--- src/rtl/binary_decoder_nb_seq_if.sv ---
// Control and decoded-output bundle for binary_decoder_nb_seq.
// The master drives the select and mode. The slave (the decoder) returns the registered outputs.
interface binary_decoder_nb_seq_if #(
  parameter int N = 4
);
  logic              en;
  logic [1:0]        mode;
  logic [N-1:0]      sel;
  logic [(1<<N)-1:0] out;
  logic [N-1:0]      idx;
  logic              step;

  modport master (output en, mode, sel, input out, idx, step);
  modport slave  (input en, mode, sel, output out, idx, step);
endinterface

--- src/rtl/binary_decoder_nb_seq.sv ---
// N-to-2**N decoder with a registered output.
// Supports direct, thermometer, wrap-scan and bounce-scan modes, and pulses step on each scan advance.
module binary_decoder_nb_seq #(
  parameter int N   = 4,
  parameter int DIV = 4
) (
  input  logic                      clk,
  input  logic                      reset,
  binary_decoder_nb_seq_if.slave    bus
);
  localparam int W  = 1 << N;
  localparam int DW = (DIV > 1) ? $clog2(DIV) : 1;

  localparam logic [1:0] MODE_DIRECT = 2'b00;
  localparam logic [1:0] MODE_THERM  = 2'b01;
  localparam logic [1:0] MODE_SCAN   = 2'b10;
  localparam logic [1:0] MODE_BOUNCE = 2'b11;

  localparam logic DIR_UP   = 1'b0;
  localparam logic DIR_DOWN = 1'b1;

  localparam logic [W-1:0]  ONE      = W'(1);
  localparam logic [W-1:0]  ONES     = '1;
  localparam logic [N-1:0]  IDX_MAX  = '1;
  localparam logic [DW-1:0] CNT_LAST = DW'(DIV - 1);

  logic [W-1:0]  out_q,  out_d;
  logic [N-1:0]  idx_q,  idx_d;
  logic          step_q, step_d;
  logic [DW-1:0] cnt_q,  cnt_d;
  logic          dir_q,  dir_d;
  logic [1:0]    mode_q, mode_d;

  always_comb begin
    out_d  = '0;
    step_d = 1'b0;
    idx_d  = idx_q;
    cnt_d  = cnt_q;
    dir_d  = dir_q;
    mode_d = mode_q;
    if (bus.en) begin
      mode_d = bus.mode;
      unique case (bus.mode)
        MODE_DIRECT: begin
          idx_d = bus.sel;
          out_d = ONE << bus.sel;
          cnt_d = '0;
        end
        MODE_THERM: begin
          idx_d = bus.sel;
          // Mask of bits sel+1 and up, inverted. The top bit falls off the end, so sel=max gives all ones.
          out_d = ~((ONES << bus.sel) << 1);
          cnt_d = '0;
        end
        default: begin
          if (bus.mode != mode_q) begin
            cnt_d = '0;
            if (bus.mode == MODE_BOUNCE) dir_d = DIR_UP;
          end else if (cnt_q == CNT_LAST) begin
            cnt_d  = '0;
            step_d = 1'b1;
            if (bus.mode == MODE_SCAN) begin
              idx_d = idx_q + N'(1);
            end else if (dir_q == DIR_UP) begin
              if (idx_q == IDX_MAX) begin
                idx_d = idx_q - N'(1);
                dir_d = DIR_DOWN;
              end else begin
                idx_d = idx_q + N'(1);
              end
            end else begin
              if (idx_q == '0) begin
                idx_d = N'(1);
                dir_d = DIR_UP;
              end else begin
                idx_d = idx_q - N'(1);
              end
            end
          end else begin
            cnt_d = cnt_q + DW'(1);
          end
          out_d = ONE << idx_d;
        end
      endcase
    end
  end

  always_ff @(posedge clk or posedge reset) begin
    if (reset) begin
      out_q  <= '0;
      idx_q  <= '0;
      step_q <= 1'b0;
      cnt_q  <= '0;
      dir_q  <= DIR_UP;
      mode_q <= MODE_DIRECT;
    end else begin
      out_q  <= out_d;
      idx_q  <= idx_d;
      step_q <= step_d;
      cnt_q  <= cnt_d;
      dir_q  <= dir_d;
      mode_q <= mode_d;
    end
  end

  assign bus.out  = out_q;
  assign bus.idx  = idx_q;
  assign bus.step = step_q;
endmodule

--- src/flat_wrapper.sv ---
// flat-port wrapper written by rule: the top's interface ports become plain ports
module binary_decoder_nb_seq_flat 
#(
  parameter int N   = 4,
  parameter int DIV = 4
)
  (clk, reset, bus_en, bus_mode, bus_sel, bus_out, bus_idx, bus_step);
  binary_decoder_nb_seq_if #(.N(N)) bus_i ();
  input  logic clk;
  input  logic reset;
  input wire logic [$bits(bus_i.en)-1:0] bus_en;
  input wire logic [$bits(bus_i.mode)-1:0] bus_mode;
  input wire logic [$bits(bus_i.sel)-1:0] bus_sel;
  output wire logic [$bits(bus_i.out)-1:0] bus_out;
  output wire logic [$bits(bus_i.idx)-1:0] bus_idx;
  output wire logic [$bits(bus_i.step)-1:0] bus_step;
  assign bus_i.en = bus_en;
  assign bus_i.mode = bus_mode;
  assign bus_i.sel = bus_sel;
  assign bus_out = bus_i.out;
  assign bus_idx = bus_i.idx;
  assign bus_step = bus_i.step;
  binary_decoder_nb_seq #(.N(N), .DIV(DIV)) u_core (.clk(clk), .reset(reset), .bus(bus_i));
endmodule
--- config.mk ---
export PLATFORM = sky130hd
export DESIGN_NAME = binary_decoder_nb_seq_flat
export DESIGN_NICKNAME = d
export VERILOG_FILES = /design/src/rtl/binary_decoder_nb_seq_if.sv /design/src/rtl/binary_decoder_nb_seq.sv /design/src/flat_wrapper.sv
export SDC_FILE = /design/constraint.sdc
export NUM_CORES = 1
export LEC_CHECK = 0
export CAP_MARGIN = 20
export CORE_MARGIN = 5
export CORE_UTILIZATION = 50
export CTS_CLUSTER_SIZE = 40
export DETAILED_ROUTE_END_ITERATION = 8
export HOLD_SLACK_MARGIN = 0.08
export PLACE_DENSITY = 0.74
export SLEW_MARGIN = 20
export SYNTH_ARGS = -nofsm -noshare
export SYNTH_HDL_FRONTEND = slang
export SYNTH_SLANG_ARGS = --single-unit
--- constraint.sdc ---
create_clock -name clk -period 2.7 [get_ports clk]
set_clock_uncertainty 0.15 [all_clocks]
set_input_delay 0.405 -clock clk [delete_from_list [all_inputs] [get_ports clk]]
set_output_delay 0.405 -clock clk [all_outputs]
set_load 0.01 [all_outputs]
## Word-level counts from Yosys, hierarchy flattened

Cells that the tools add are included.

- Add/subtract/negate cells: 3
- Eq/ne operators: 8
- Shifts and indexed selects: 3
- Mux-type cells: 25
- Bitwise logic cells: 2
- Reduce and logical (&&, ||, !) cells: 5

Operators with widths:

| kind | number |
|---|---|
| 2-to-1 mux 4 bit | 9 |
| case mux 16 bit (2 select lines) | 1 |
| << shifter 1 x 4 -> 16 bit (first input constant) | 2 |
| 2-to-1 mux 16 bit | 1 |
| NOT 16 bit | 1 |
| << shifter 16 x 4 -> 15 bit (first input constant) | 1 |
| 2-to-1 mux 1 bit | 11 |
| equality test 2 bit (second input constant) | 3 |
| 2-to-1 mux 2 bit | 3 |
| AND reduction 5 bit | 1 |
| adder 4 x 1 -> 4 bit (second input constant) | 1 |
| equality test 4 bit (second input constant) | 1 |
| logical NOT 4 bit | 1 |
| subtractor 4 x 1 -> 4 bit (second input constant) | 1 |
| adder 2 x 1 -> 2 bit (second input constant) | 1 |
| equality test 2 x 1 -> 1 bit (second input constant) | 1 |
| logical NOT 2 bit | 1 |
| != test 2 x 1 -> 1 bit (second input constant) | 1 |
| != test 2 bit | 1 |
| != test 2 bit (second input constant) | 1 |
| nonzero test 2 bit | 1 |
| OR reduction 2 bit | 1 |
| NOT 1 bit | 1 |

- Flip-flop bits (word level): 26
- Input port bits: 9
- Output and inout bits: 21
- Logic and storage cells: 52

## Depth between registers and ports, before layout

- Depth in word-level cells: 11
- Mapped depth: 9
- Mapped depth without buffers: 8

## Least setup slack after synthesis

No wires, ideal clock.

- Path type: reg-to-reg
- Start: register u_core.idx_q[0] (netlist: u_core.bus.idx[0])
- End: register u_core.out_q[1] (netlist: u_core.bus.out[1])
- Setup time: 0.087 ns
- Arrival time: 2.051 ns
- Data required time: 2.463 ns
- Setup slack: 0.412 ns
- Stages on the path, launching flop included: 10
- Path buffers: 1
- Period minus slack after synthesis: 2.288 ns
- Path through: dfrtp_1 buf_2 inv_1 ha_1 or3_1 nor3_1 a311oi_2 o31ai_4 or4_4 o22ai_1

- Longest elaborated chain between the ends: 11
- Elaborated cells on any way between the ends: 15
- Those cells by class: 2 x add/sub; 1 x eq/ne; 1 x shift; 10 x mux; 1 x reduce/logical

RTL lines:

| element | line | text |
|---|---|---|
| from (decl) | binary_decoder_nb_seq.sv:28 | `logic [N-1:0] idx_q, idx_d;` |
| from (signal assigned) | binary_decoder_nb_seq.sv:98 | `idx_q <= idx_d;` |
| adder 4 x 1 -> 4 bit (tied with other cells) | binary_decoder_nb_seq.sv:63, binary_decoder_nb_seq.sv:69 |  |
| 2-to-1 mux 4 bit (on tied branches) | binary_decoder_nb_seq.sv:65, binary_decoder_nb_seq.sv:72 |  |
| 2-to-1 mux 4 bit | binary_decoder_nb_seq.sv:64 | `end else if (dir_q == DIR_UP) begin` |
| 2-to-1 mux 4 bit | binary_decoder_nb_seq.sv:62 | `if (bus.mode == MODE_SCAN) begin` |
| 2-to-1 mux 4 bit | binary_decoder_nb_seq.sv:59 | `end else if (cnt_q == CNT_LAST) begin` |
| 2-to-1 mux 4 bit * | binary_decoder_nb_seq.sv:56 | `if (bus.mode != mode_q) begin` |
| 2-to-1 mux 4 bit * | binary_decoder_nb_seq.sv:43 | `unique case (bus.mode)` |
| 2-to-1 mux 4 bit * | binary_decoder_nb_seq.sv:41 | `if (bus.en) begin` |
| << shifter 1 x 4 -> 16 bit * | binary_decoder_nb_seq.sv:82 | `out_d = ONE << idx_d;` |
| case mux 16 bit (2 select lines) * | binary_decoder_nb_seq.sv:43 |  |
| 2-to-1 mux 16 bit * | binary_decoder_nb_seq.sv:41 |  |
| via u_core.out_d[1] | binary_decoder_nb_seq.sv:27 | `logic [W-1:0] out_q, out_d;` |
| to (signal assigned) | binary_decoder_nb_seq.sv:97 | `out_q <= out_d;` |
| to (decl) | binary_decoder_nb_seq.sv:27 |  |

Mark *: on every way through the listed nets, which the timed path passes. The rest lies on a longest branch. The select of a mux whose other input is x is not followed.
A chain may end at the register's enable or synchronous reset.

## Final worst setup path

- Start: register u_core.idx_q[0] (netlist: u_core.bus.idx[0])
- End: register u_core.out_q[0] (netlist: u_core.bus.out[0])

Same word-level chain as after synthesis.

==> impl_metrics.toml <==
[status]
status = "complete, no violations"

[clock_tree]
clock-root-buffer = "clkbuf_4"
hold_buffers = 0
clock_latency_ps = 330
cts_setup_buffers = 0
htreeDepth = 1
cts-resized-gates = 0
cts_sinks = 26
cts_buffer_depth = 2
cts_buffers = 3
path_clk_slew_ps = 150
cts_tree = "built"

[power]
total_power_w = 0.00103
power.leakage_nw = 0.938
power.density_nw_per_um2 = 458
ir_drop_uv = 282

[synthesis]
synth_area_um2 = 1750
yosys_warnings = 0
synth.distinct_cells = 52
netlist_instances = 198
synth_flop_cell = "dfrtp_1"
async_reset_ff_share_pct = 100
synth.avg_cell_area_um2 = 8.83
synth_top_area_cell = "dfrtp_1"
yosys-top-cells-area = "dfrtp_1 37%, o22ai_1 4.3%, nand2_1 3.9%, o21ai_0 3.7%, nor2_1 3.4%"
synth-seq-cells = 26
netlist.area_leader.share_pct = 37.2
synth_edf_count = 0
yosys-top-cells-count = "26 x dfrtp_1, 18 x nand2_1, 16 x nor2_1"
synth_fp_nets = 211
yosysMostFrequentCell = "dfrtp_1"
seq_area_frac_synth_pct = 37.2

[critical_path]
cp_max_fo = 11
critPathKind = "flip-flop to flip-flop"
cp-end-kind = "flip-flop"
crit_path_start_kind = "flip-flop"
crit_arrival_ps = 2630
cp.required_ps = 2770

[sta]
fin_crit_ps = 2560
maxSlewHeadroom_pct = 62.7
slew_viol_final = 0
finalSetupViolations = 0
fin_ws_ps = 138
hold_viol_final = 0
whs_ps = 249
rsz0062_at_grt = "no"
max_freq_mhz = 390
fin_crit_sh_pct = 94.9
tightest_slew_ps = 551

[drt]
vias = 1707
drtIter0Drc = 201
wl_per_cell_um = 16.4
drc_errors = 0
viasPerCell = 6.01
ant_nets = 0
drtPass1Iterations = 4
totalWireLength_mm = 4.65

[floorplanning]
die_width_um = 69.1
die_area_um2 = 4780
rows = 21
core_area_um2 = 3360
chipHeight_um = 69.1
pin_count = 30
start_util_pct = 52.0

[global_routing]
grt_pass1_wl_mm = 7.83
antenna_found_initial = 0
first_global_vias = 1667
grt-ovfl-total = 0
grt_max_degree = 27
track_usage_pct = 19.5

[finish]
regArea_um2 = 651
n_antenna_cell = 0
nNetsFinal = 252
layout-drive-gt1-share_pct = 19.3
fill_cells = 304
area_delta_synth_final_pct = 28.5
multi_input_area_um2 = 975

[placed_design]
gp_congestion = 0.937
portBuffers = 29
pre_cts_ws_ps = -108
dpl.hpwl_mm = 3.60

[worst_hold_path]
min_path_type = "primary input to asynchronous set/reset pin"

[job]
cap_violations = 0
[worst paths after layout]
kind	from	endpoint	slack, ps	cells past startpoint
worst max-delay path	u_core.bus.idx[0]	u_core.bus.out[0]	140	8
worst max register to register	u_core.bus.idx[0]	u_core.bus.out[0]	140	8
max in group asynchronous	reset	u_core.bus.idx[1]	1900	3
min in group clk	u_core.cnt_q[0]	u_core.cnt_q[0]	370	1
worst min-delay path	reset	u_core.bus.out[5]	250	3
worst min register to register	u_core.cnt_q[0]	u_core.cnt_q[0]	370	1
[logic make-up (layout without fill, tap and decap cells)]
logic type | Yosys count | in the layout | synth area share [%]
buffers and inverters | 27 | 67 | 7.08
xor gates and xnor gates | 2 | 2 | 2.50
and+or+nand+nor | 77 | 77 | 24.6
DFF | 26 | 26 | 37.2
AOI/OAI and AO/OA | 59 | 59 | 23.9
adders and majority gates | 4 | 4 | 2.86
muxes | 3 | 3 | 1.86
[metal layers]
layer	track usage, %	wire length (um)
met4	6.72	68
met2	34.7	2410
met1	23.3	1940
met5	0	0
met3	3.49	227
[per-stage QoR]
step	instances	instance area [um2]	utilization, %	TNS (ps)
global route	284	2250	66.8	0
finish	284	2250	66.8	0
CTS	284	2250	66.8	0
detailed placement	280	2190	65.3	-817
global placement	280	2190	65.3	-12.8
floorplan	198	1750	-	0
[report_power, final]
part	internal, W	leakage (nW)	switching, W
logic	0.000153	0.569	0.000171
registers	0.000414	0.342	0.0000240
clock network	0.000150	0.0279	0.000118
total	0.000717	0.938	0.000313
[placed cells by master, fill, tap and decap left out, types with 3 or more instances in the layout]
cell type / instances
clkdlybuf4s50_1: 29
dfrtp_1: 26
buf_4: 25
nand2_1: 18
nor2_1: 16
o21ai_0: 13
o22ai_1: 12
inv_1: 9
nand3_1: 8
a21oi_1: 8
nand2b_1: 6
nor3_1: 4
a31oi_1: 4
nor2b_1: 4
o211ai_1: 4
ha_1: 4
nand4b_1: 3
clkbuf_4: 3
[cell type report]
cell class                      instances  area share (%)
Timing Repair Buffer                   54            21.3
Inverter                                9            1.50
Clock inverter                          1            1.34
Clock buffer                            3            1.00
Multi-Input combinational cell        145            43.4
Sequential cell                        26            29.0
Tap cell                               46            2.56
[state kept, by name, summed over array words and instances, names as in the netlist]
signal / count
u_core.cnt_q: 2
u_core.bus.idx: 4
u_core.mode_q: 2
u_core.dir_q: 1
u_core.bus.step: 1
u_core.bus.out: 16
[critical path, cell delays in order (launching register included)]
cell	delay, ps
dfrtp_1	380
buf_4	190
ha_1	240
nor2_1	80
a211oi_1	320
mux2i_1	340
o211ai_1	180
nand2b_1	200
o41ai_1	390
Note: power is estimated with default switching activity, not from simulation.
